[config.mk]
export PLATFORM = sky130hd
export DESIGN_NAME = pool_window_gather
export DESIGN_NICKNAME = d
export VERILOG_FILES = /design/src/rtl/pool_pkg.sv /design/src/rtl/pool_line_buffer.sv /design/src/rtl/pool_window_gather.sv
export SDC_FILE = /design/constraint.sdc
export NUM_CORES = 1
export LEC_CHECK = 0
export ABC_AREA = 1
export CAP_MARGIN = 20
export CORE_MARGIN = 1.5
export CORE_UTILIZATION = 60
export CTS_CLUSTER_DIAMETER = 120
export DETAILED_ROUTE_END_ITERATION = 16
export MAX_ROUTING_LAYER = met4
export PLACE_DENSITY = 0.78
export SLEW_MARGIN = 10
export SYNTH_ARGS = -nofsm -noshare
export SYNTH_HDL_FRONTEND = slang
export SYNTH_SLANG_ARGS = --single-unit
[constraint.sdc]
create_clock -name clk -period 5.76 [get_ports clk]
set_input_delay 0.576 -clock clk [delete_from_list [all_inputs] [get_ports clk]]
set_output_delay 0.576 -clock clk [all_outputs]
set_load 0.01 [all_outputs]
[src/rtl/pool_pkg.sv]
// Shared constants, FSM encoding and window packing for the 2x2 pooling window gatherer.
// Byte lane k of a packed window holds one pixel of the 2x2 block: 0=top-left, 3=bottom-right.
package pool_pkg;

    localparam int DATA_WIDTH    = 8;
    localparam int POOL_SIZE     = 4;
    localparam int MAX_FM_WIDTH  = 64;
    localparam int DIM_WIDTH     = 8;

    localparam int WIN_WIDTH     = POOL_SIZE * DATA_WIDTH;
    localparam int LB_DEPTH      = MAX_FM_WIDTH / 2;
    localparam int LB_ADDR_WIDTH = $clog2(LB_DEPTH);
    localparam int LB_WIDTH      = 2 * DATA_WIDTH;

    localparam int BYTE_TL = 0;
    localparam int BYTE_TR = 1;
    localparam int BYTE_BL = 2;
    localparam int BYTE_BR = 3;

    localparam logic [1:0] ST_IDLE    = 2'd0;
    localparam logic [1:0] ST_ROW_TOP = 2'd1;
    localparam logic [1:0] ST_ROW_BOT = 2'd2;
    localparam logic [1:0] ST_DRAIN   = 2'd3;

    typedef enum logic [1:0] {
        IDLE    = ST_IDLE,
        ROW_TOP = ST_ROW_TOP,
        ROW_BOT = ST_ROW_BOT,
        DRAIN   = ST_DRAIN
    } pool_state_e;

    function automatic logic [WIN_WIDTH-1:0] pack_window(
        input logic [DATA_WIDTH-1:0] tl,
        input logic [DATA_WIDTH-1:0] tr,
        input logic [DATA_WIDTH-1:0] bl,
        input logic [DATA_WIDTH-1:0] br
    );
        logic [WIN_WIDTH-1:0] w;
        w = '0;
        w[BYTE_TL*DATA_WIDTH +: DATA_WIDTH] = tl;
        w[BYTE_TR*DATA_WIDTH +: DATA_WIDTH] = tr;
        w[BYTE_BL*DATA_WIDTH +: DATA_WIDTH] = bl;
        w[BYTE_BR*DATA_WIDTH +: DATA_WIDTH] = br;
        return w;
    endfunction

endpackage

[src/rtl/pool_line_buffer.sv]
// Simple dual-port line buffer holding one even row as pixel pairs {odd col, even col}.
// Registered read; the read data holds its value until the next read is issued.
module pool_line_buffer
    import pool_pkg::*;
(
    input  logic                     clk,
    input  logic                     wr_en,
    input  logic [LB_ADDR_WIDTH-1:0] wr_addr,
    input  logic [LB_WIDTH-1:0]      wr_data,
    input  logic                     rd_en,
    input  logic [LB_ADDR_WIDTH-1:0] rd_addr,
    output logic [LB_WIDTH-1:0]      rd_data
);

    logic [LB_WIDTH-1:0] mem [0:LB_DEPTH-1];
    logic [LB_WIDTH-1:0] rd_data_reg;

    always_ff @(posedge clk) begin
        if (wr_en) begin
            mem[wr_addr] <= wr_data;
        end
        if (rd_en) begin
            rd_data_reg <= mem[rd_addr];
        end
    end

    assign rd_data = rd_data_reg;

endmodule

[src/rtl/pool_window_gather.sv]
// Gathers non-overlapping 2x2 windows from a raster pixel stream into packed 32-bit words.
// Even rows are parked in the line buffer; odd rows combine with them to emit one window per pixel pair.
module pool_window_gather
    import pool_pkg::*;
(
    input  logic                  clk,
    input  logic                  rst,
    input  logic                  start,
    input  logic [DIM_WIDTH-1:0]  fm_width,
    input  logic [DIM_WIDTH-1:0]  fm_height,
    input  logic                  pix_valid,
    output logic                  pix_ready,
    input  logic [DATA_WIDTH-1:0] pix_data,
    output logic                  win_valid,
    input  logic                  win_ready,
    output logic [WIN_WIDTH-1:0]  win_data,
    output logic                  busy,
    output logic                  frame_done
);

    logic [1:0]            state_reg, state_next;
    logic [DIM_WIDTH-1:0]  width_reg, width_next;
    logic [DIM_WIDTH-1:0]  height_reg, height_next;
    logic [DIM_WIDTH-1:0]  col_reg, col_next;
    logic [DIM_WIDTH-1:0]  row_reg, row_next;
    logic [DATA_WIDTH-1:0] stage_reg, stage_next;
    logic                  win_valid_reg, win_valid_next;
    logic [WIN_WIDTH-1:0]  win_data_reg, win_data_next;
    logic                  frame_done_reg, frame_done_next;

    logic                  pix_ready_c;
    logic                  pix_fire;
    logic                  last_col;
    logic                  last_row;
    logic                  col_has_pair;
    logic                  row_has_pair;
    logic                  lb_wr_en;
    logic                  lb_rd_en;
    logic                  win_load;
    logic [LB_WIDTH-1:0]   lb_rd_data;
    logic [LB_ADDR_WIDTH-1:0] lb_addr;

    // Bottom rows stall only when the single output slot is occupied and not draining.
    always_comb begin
        pix_ready_c = 1'b0;
        case (state_reg)
            ST_ROW_TOP: pix_ready_c = 1'b1;
            ST_ROW_BOT: pix_ready_c = !win_valid_reg || win_ready;
            default:    pix_ready_c = 1'b0;
        endcase
    end

    assign pix_fire     = pix_valid && pix_ready_c;
    assign last_col     = (col_reg == width_reg - DIM_WIDTH'(1));
    assign last_row     = (row_reg == height_reg - DIM_WIDTH'(1));
    // A trailing odd column or row has no partner and is swallowed.
    assign col_has_pair = ({1'b0, col_reg} + 9'd1) < {1'b0, width_reg};
    assign row_has_pair = ({1'b0, row_reg} + 9'd1) < {1'b0, height_reg};
    assign lb_addr      = col_reg[LB_ADDR_WIDTH:1];

    assign lb_wr_en = pix_fire && (state_reg == ST_ROW_TOP) && col_reg[0] && row_has_pair;
    assign lb_rd_en = pix_fire && (state_reg == ST_ROW_BOT) && !col_reg[0] && col_has_pair;
    assign win_load = pix_fire && (state_reg == ST_ROW_BOT) && col_reg[0];

    pool_line_buffer u_line_buffer (
        .clk     (clk),
        .wr_en   (lb_wr_en),
        .wr_addr (lb_addr),
        .wr_data ({pix_data, stage_reg}),
        .rd_en   (lb_rd_en),
        .rd_addr (lb_addr),
        .rd_data (lb_rd_data)
    );

    always_comb begin
        state_next      = state_reg;
        width_next      = width_reg;
        height_next     = height_reg;
        col_next        = col_reg;
        row_next        = row_reg;
        frame_done_next = 1'b0;
        case (state_reg)
            ST_IDLE: begin
                if (start) begin
                    width_next  = fm_width;
                    height_next = fm_height;
                    col_next    = '0;
                    row_next    = '0;
                    state_next  = ST_ROW_TOP;
                end
            end
            ST_ROW_TOP, ST_ROW_BOT: begin
                if (pix_fire) begin
                    if (last_col) begin
                        col_next = '0;
                        row_next = row_reg + DIM_WIDTH'(1);
                        if (last_row) begin
                            state_next = ST_DRAIN;
                        end else if (state_reg == ST_ROW_TOP) begin
                            state_next = ST_ROW_BOT;
                        end else begin
                            state_next = ST_ROW_TOP;
                        end
                    end else begin
                        col_next = col_reg + DIM_WIDTH'(1);
                    end
                end
            end
            ST_DRAIN: begin
                if (!win_valid_reg || win_ready) begin
                    frame_done_next = 1'b1;
                    state_next      = ST_IDLE;
                end
            end
            default: state_next = ST_IDLE;
        endcase
    end

    always_comb begin
        stage_next     = stage_reg;
        win_valid_next = win_valid_reg;
        win_data_next  = win_data_reg;
        if (pix_fire && !col_reg[0]) begin
            stage_next = pix_data;
        end
        if (win_load) begin
            win_valid_next = 1'b1;
            win_data_next  = pack_window(lb_rd_data[DATA_WIDTH-1:0],
                                         lb_rd_data[LB_WIDTH-1:DATA_WIDTH],
                                         stage_reg, pix_data);
        end else if (win_ready) begin
            win_valid_next = 1'b0;
        end
    end

    always_ff @(posedge clk) begin
        if (rst) begin
            state_reg      <= ST_IDLE;
            width_reg      <= '0;
            height_reg     <= '0;
            col_reg        <= '0;
            row_reg        <= '0;
            stage_reg      <= '0;
            win_valid_reg  <= 1'b0;
            win_data_reg   <= '0;
            frame_done_reg <= 1'b0;
        end else begin
            state_reg      <= state_next;
            width_reg      <= width_next;
            height_reg     <= height_next;
            col_reg        <= col_next;
            row_reg        <= row_next;
            stage_reg      <= stage_next;
            win_valid_reg  <= win_valid_next;
            win_data_reg   <= win_data_next;
            frame_done_reg <= frame_done_next;
        end
    end

    assign pix_ready  = pix_ready_c;
    assign win_valid  = win_valid_reg;
    assign win_data   = win_data_reg;
    assign busy       = (state_reg != ST_IDLE);
    assign frame_done = frame_done_reg;

endmodule

==> results of run 1 <==
==> worst max path at each step <==
stage / startpoint / to / slack [ns] / depth (start not counted)
2_1_floorplan: row_reg[0]$_SDFFE_PP0P_ / u_line_buffer.mem[0][0]$_DFFE_PP_ / 2.71 / 12
3_3_place_gp: row_reg[2]$_SDFFE_PP0P_ / u_line_buffer.mem[21][6]$_DFFE_PP_ / 2.22 / 12
3_5_place_dp: row_reg[0]$_SDFFE_PP0P_ / u_line_buffer.mem[20][15]$_DFFE_PP_ / 2.08 / 12
4_1_cts: row_reg[0]$_SDFFE_PP0P_ / u_line_buffer.mem[20][6]$_DFFE_PP_ / 2.11 / 12
5_1_grt: row_reg[2]$_SDFFE_PP0P_ / u_line_buffer.mem[2][6]$_DFFE_PP_ / 1.93 / 13
6_report: row_reg[0]$_SDFFE_PP0P_ / u_line_buffer.mem[2][4]$_DFFE_PP_ / 2.14 / 13
==> metrics by stage <==
stage,cells,util [%],power (mW)
after floorplan,1743,-,6.439
after global placement,2289,64.36,6.943
after detailed placement,2292,64.42,6.990
after CTS,2398,69.12,10.65
after global routing,2398,69.12,11.02
final,2398,69.12,10.65
==> cells in the mapped netlist, types with 13 or more instances <==
cell	instances
nand3_1	51
a22oi_1	216
dfxtp_1	76
a21oi_1	174
edfxtp_1	528
xor2_1	15
ha_1	24
a221oi_1	13
nor3_1	22
buf_6	16
nor2_1	117
buf_2	48
nand2_1	195
o21ai_0	48
inv_1	66
clkbuf_1	28
==> kinds of logic (layout without fill, tap and decap cells) <==
group,Yosys count,count (layout),synth area share (%)
buf+inv,173,310,3.608
fa+ha+maj,24,24,1.260
xor+xnor,24,24,0.8823
flops,604,604,72.94
mux,4,4,0.1681
compound gates,473,473,12.88
simple gates,441,441,8.261
==> layout make-up <==
class	count	area [um2]	share of cell area, %
Multi-Input combinational cell	966	5600	20.82
Tap cell	518	648.1	2.409
Clock buffer	72	1483	5.512
Timing Repair Buffer	131	1169	4.344
Sequential cell	604	17380	64.60
Clock inverter	34	345.3	1.284
Inverter	73	279.0	1.037
==> placed cells by master (no fill, tap or decap), types with 16 or more instances in the layout <==
| cell | instances |
|---|---|
| o21ai_0 | 48 |
| clkdlybuf4s50_1 | 64 |
| nand2_1 | 195 |
| dfxtp_1 | 76 |
| a21oi_1 | 174 |
| nor3_1 | 22 |
| edfxtp_1 | 528 |
| ha_1 | 24 |
| clkbuf_16 | 57 |
| inv_1 | 66 |
| a22oi_1 | 216 |
| nand3_1 | 51 |
| nor2_1 | 116 |
| buf_4 | 65 |
| clkinv_1 | 16 |
==> per-layer routing <==
metal	track usage (%)	part of all wire [%]	vias up
met3	6.208	12	128
met5	-	0	-
met2	44.35	46	1048
li1	-	-	6716
met1	41.92	38	7364
met4	13.52	4.2	0
==> critical path, cell delays in order, from the launching register on <==
cell and delay (ns):
dfxtp_1 0.40, ha_1 0.24, nand3_2 0.12, nor2_2 0.11, nand2_1 0.07, xor2_1 0.14, inv_1 0.08, ha_1 0.31
a21oi_1 0.14, o211ai_1 0.14, nor2_4 0.29, nand4_4 0.23, nor2_1 0.69, buf_4 0.33
==> power groups by stage <==
stage,registers (mW),logic (mW),clock network (mW)
2_1_floorplan,5.14,1.30,0
3_3_place_gp,5.11,1.83,0
3_5_place_dp,5.11,1.88,0
4_1_cts,5.02,1.89,3.73
5_1_grt,5.03,2.10,3.89
6_report,5.02,1.93,3.70
==> flow_metrics.tcl, run 1 <==
set metrics [dict create \
    outcome "finished clean" \
    hold_class "reg -> reg" \
    grt_pass1_vias 14650 \
    tightest_slew_ns 1.155 \
    critical_path_class "reg -> reg" \
    internal-power_mw 7.669 \
    power_frac_comb_pct 18.1 \
    synth_edf_count 528 \
    overflow 0 \
    power.leakage_nw 9.002 \
    cts.clk_slew.worst_paths_ns 0.06 \
    switching_share_pct 27.99 \
    required_ns 6.06 \
    synth.area.top_cells "edfxtp_1, a22oi_1, dfxtp_1" \
    final_area_um2 26900 \
    async_flop_share_pct 0 \
    setup_ws_ns 2.143 \
    clock_latency_ns 0.61 \
    synth_cells 1743 \
    drc 0 \
    areaGrowthSynthToFinish_pct 12.91 \
    peakVddDrop_v 0.0002671 \
    fin_nets 1885 \
    nFillCells 2604 \
    grt_max_degree 129 \
    start_util_pct 61.22 \
    rrSetupSlack_ns 2.14 \
    antennaDiodeCount 0 \
    p_seq_share_pct 47.2 \
    fin_crit_ns 3.617 \
    num_vias 15260 \
    clockPowerShare_pct 34.7 \
    max_freq_ghz 0.2765 \
    clock_skew_ns 0.02258 \
    postRouteAntennaNets 0 \
    cap_violations 0 \
    whs_endpoint "win_data[15]$_SDFFE_PP0P_" \
    r2r_end "u_line_buffer.mem[2][4]$_DFFE_PP_" \
    antenna_found_initial 1 \
    crit_fanout 9 \
    die_w_um 202.3 \
    endpoint_kind "flip-flop" \
    layout-drive-gt1-share_pct 9.947 \
    io_pins 65 \
    tritoncts "yes" \
    fp.dieH_um 202.3 \
    power_density_nw_per_um2 395.9 \
    largest_reg_flops 512 \
    drtPass1Iterations 8 \
    cts_hold_repair.buffers 0 \
    syn_area_um2 23820 \
    post-cts-setup-buffers 0 \
    row_count 72 \
    drt-initial-drc-count 2037 \
    setup-tns-final_ns 0 \
    r2r_start "row_reg[0]$_SDFFE_PP0P_" \
    grt_util_all_layers_pct 30.46 \
    synth_ff_type "edfxtp_1" \
    synth_nets 1796 \
    min_path_cells 2 \
    gp_congestion 0.9003 \
    post-place-ws_ns 2.083 \
    fin_hold_ws_ns 0.4593 \
    seq_area_frac_synth_pct 72.94 \
    synth_cell_types 43 \
    netSwitchingPower_mw 2.980 \
    avgViaCountPerCell 6.362 \
    rsz0062_at_grt "no" \
    report.final.hold_viol_count 0 \
    ctsLongestPathBuffers 3 \
    post_cts_resized 0 \
    report.final.slew_viol_count 0 \
    yosysTopAreaCell "edfxtp_1" \
    ys_warn_count 0 \
    place_area_um2 25070 \
    totalWireLength_mm 60.14 \
    root_buffer "clkbuf_16" \
    hpwlAfterDp_mm 34.94 \
    dieArea_um2 40910 \
    finalSetupViolations 0 \
    io_buffers 64 \
    syn_area_per_cell_um2 13.67 \
    slew_headroom_pct 22.83 \
    fin_crit_sh_pct 62.79 \
    hold_start "win_data[15]$_SDFFE_PP0P_" \
    grt_pass1_wl_mm 89.62 \
    htreeDepth 2 \
    cts.sinks 604 \
    ys_ff_latch 604 \
    critPathArrivalTime_ns 3.91 \
    cp-start-kind "flip-flop" \
    synth_top_area_share_pct 66.55 \
    wl_per_cell_um 25.08 \
    coreArea_um2 38920 \
    worstRegToRegCells 13 \
    numCtsBuffers 56 \
]
Power figures use the tool's default switching activity.
==> run 2, diff against run 1 <==
==> constraint.sdc (replaced) <==
create_clock -name clk -period 3.7 [get_ports clk]
set_input_delay 0.37 -clock clk [delete_from_list [all_inputs] [get_ports clk]]
set_output_delay 0.37 -clock clk [all_outputs]
set_load 0.01 [all_outputs]
==> run 2 against run 1 <==
Power grew 57%. First-iteration DRC count increased by 13%. Non-clock buffer count grew 6. Clock-buffer cell count increased by 1. Critical path type unchanged. Routed wire length down 0.94%.
==> flow_metrics.tcl, run 2 (synthesized netlist as in run 1, its figures left out) <==
set metrics [dict create \
    ctsLongestPathBuffers 3 \
    postRouteAntennaNets 0 \
    internal-power_mw 11.96 \
    power_density_nw_per_um2 618.5 \
    tightest_slew_ns 1.034 \
    totalWireLength_mm 59.57 \
    cts.clk_slew.worst_paths_ns 0.06 \
    outcome "finished clean" \
    layout-drive-gt1-share_pct 10.40 \
    power.leakage_nw 9.032 \
    layout_commonest_cell "edfxtp_1" \
    tritoncts "yes" \
    gr-usage-met3_pct 6.691 \
    slew_headroom_pct 30.84 \
    worstSetupStartpoint "row_reg[1]$_SDFFE_PP0P_" \
    r2r_start "row_reg[1]$_SDFFE_PP0P_" \
    max_freq_ghz 0.3029 \
    largest_reg_flops 512 \
    grt_util_all_layers_pct 30.09 \
    clock_latency_ns 0.62 \
    hold_class "in -> reg" \
    antenna_found_initial 2 \
    cts.sinks 604 \
    wl_per_cell_um 24.79 \
    report.final.hold_viol_count 0 \
    most-common-layout-cells "edfxtp_1, a22oi_1, nand2_1" \
    critical_path_class "reg -> reg" \
    rsz0062_at_grt "no" \
    worstRegToRegCells 13 \
    coreArea_um2 38920 \
    worstSetupEndpoint "u_line_buffer.mem[9][9]$_DFFE_PP_" \
    overflow 0 \
    grt_use_met2_pct 45.91 \
    crit_fanout 12 \
    grt_pass1_vias 14390 \
    htreeDepth 2 \
    switching_share_pct 28.28 \
    cp-start-kind "flip-flop" \
    io_pins 65 \
    die_w_um 202.3 \
    fin_nets 1892 \
    dieArea_um2 40910 \
    post-cts-setup-buffers 0 \
    fin_crit_sh_pct 89.24 \
    fp.dieH_um 202.3 \
    grt_max_degree 130 \
    required_ns 4.01 \
    grt_pass1_wl_mm 88.20 \
    netSwitchingPower_mw 4.717 \
    fin_hold_ws_ns 0.4223 \
    power_frac_comb_pct 17.0 \
    p_seq_share_pct 48.4 \
    gp_congestion 0.9109 \
    cap_violations 0 \
    rrSetupSlack_ns 0.40 \
    endpoint_kind "flip-flop" \
    avgViaCountPerCell 6.337 \
    numCtsBuffers 57 \
    areaGrowthSynthToFinish_pct 13.21 \
    finalSetupViolations 0 \
    clock_skew_ns 0.02851 \
    gr-usage-met1_pct 40.35 \
    critPathArrivalTime_ns 3.61 \
    drt-initial-drc-count 2311 \
    drtPass1Iterations 6 \
    setup-tns-final_ns 0 \
    busiest_layer "met2" \
    peakVddDrop_v 0.0003790 \
    row_count 72 \
    start_util_pct 61.22 \
    post_cts_resized 0 \
    hpwlAfterDp_mm 36.64 \
    root_buffer "clkbuf_16" \
    clockPowerShare_pct 34.6 \
    r2r_end "u_line_buffer.mem[9][9]$_DFFE_PP_" \
    report.final.slew_viol_count 0 \
    num_vias 15230 \
    io_buffers 64 \
    cts_hold_repair.buffers 0 \
    drc 0 \
    fin_crit_ns 3.302 \
]
[run 2: changes by cell type in the layout (fill, tap and decap cells not counted), sizes merged]
cell	before	now
diode	0	1
inv	75	73
clkdlybuf4s50	64	62
clkbuf	72	73
buf	67	75
bufinv	7	6
[run 2: worst max-delay path: stages, from the launching register on]
cell	delay, ns
dfxtp_1	0.40
ha_1	0.23
nand3_2	0.11
nor2_2	0.11
nand2_1	0.07
xor2_1	0.14
inv_1	0.07
ha_1	0.29
a21oi_1	0.14
o211ai_1	0.14
nor2_4	0.28
nand4_4	0.31
nor2_1	0.42
buf_4	0.28
[run 2: cell type report]
type	instances	area (um2)
inverters	73	279.0
clock inverters	31	292.8
repair buffers	137	1236
fillers	2559	11950
diodes	1	2.502
clock buffers	73	1529
flip-flops and latches	604	17390
multi-input cells	966	5598
well taps	518	648.1
[run 2: power by group through the flow]
stage | Sequential (mW) | Clock, mW | Combinational [mW]
final | 8.08 | 5.77 | 2.84
after global placement | 8.19 | 0 | 2.69
after floorplan | 8.00 | 0 | 2.03
after detailed placement | 8.21 | 0 | 2.76
after global routing | 8.09 | 6.06 | 3.09
after CTS | 8.06 | 5.80 | 2.80
[run 2: stage by stage]
step / util [%] / power (mW) / instances / area (um2) / setup WS, ns
6_report: 69.31 / 16.68 / 2403 / 26970 / 0.3982
5_1_grt: 69.31 / 17.24 / 2403 / 26970 / 0.1686
4_1_cts: 69.30 / 16.65 / 2402 / 26970 / 0.4276
3_5_place_dp: 64.62 / 10.97 / 2298 / 25150 / 0.4399
3_3_place_gp: 64.58 / 10.88 / 2297 / 25130 / 0.4928
2_1_floorplan: - / 10.02 / 1743 / 23820 / 0.6456
[run 2: per-layer routing]
metal	routed length (um)	part of all wire, %	vias to the layer above
met3	6830	11	138
met4	2076	3.5	0
met1	22710	38	7353
met2	27950	47	1021
met5	0	0	-
li1	-	-	6716
[run 2: how the worst min path moves through the flow]
stage / start / to / slack [ns] / cells past startpoint
2_1_floorplan: height_reg[7]$_SDFFE_PP0P_ / height_reg[7]$_SDFFE_PP0P_ / 0.46 / 2
3_3_place_gp: win_data[9]$_SDFFE_PP0P_ / win_data[9]$_SDFFE_PP0P_ / 0.45 / 2
3_5_place_dp: win_data[1]$_SDFFE_PP0P_ / win_data[1]$_SDFFE_PP0P_ / 0.45 / 2
4_1_cts: fm_height[6] / height_reg[6]$_SDFFE_PP0P_ / 0.40 / 3
5_1_grt: fm_height[2] / height_reg[2]$_SDFFE_PP0P_ / 0.44 / 3
6_report: fm_height[6] / height_reg[6]$_SDFFE_PP0P_ / 0.42 / 3
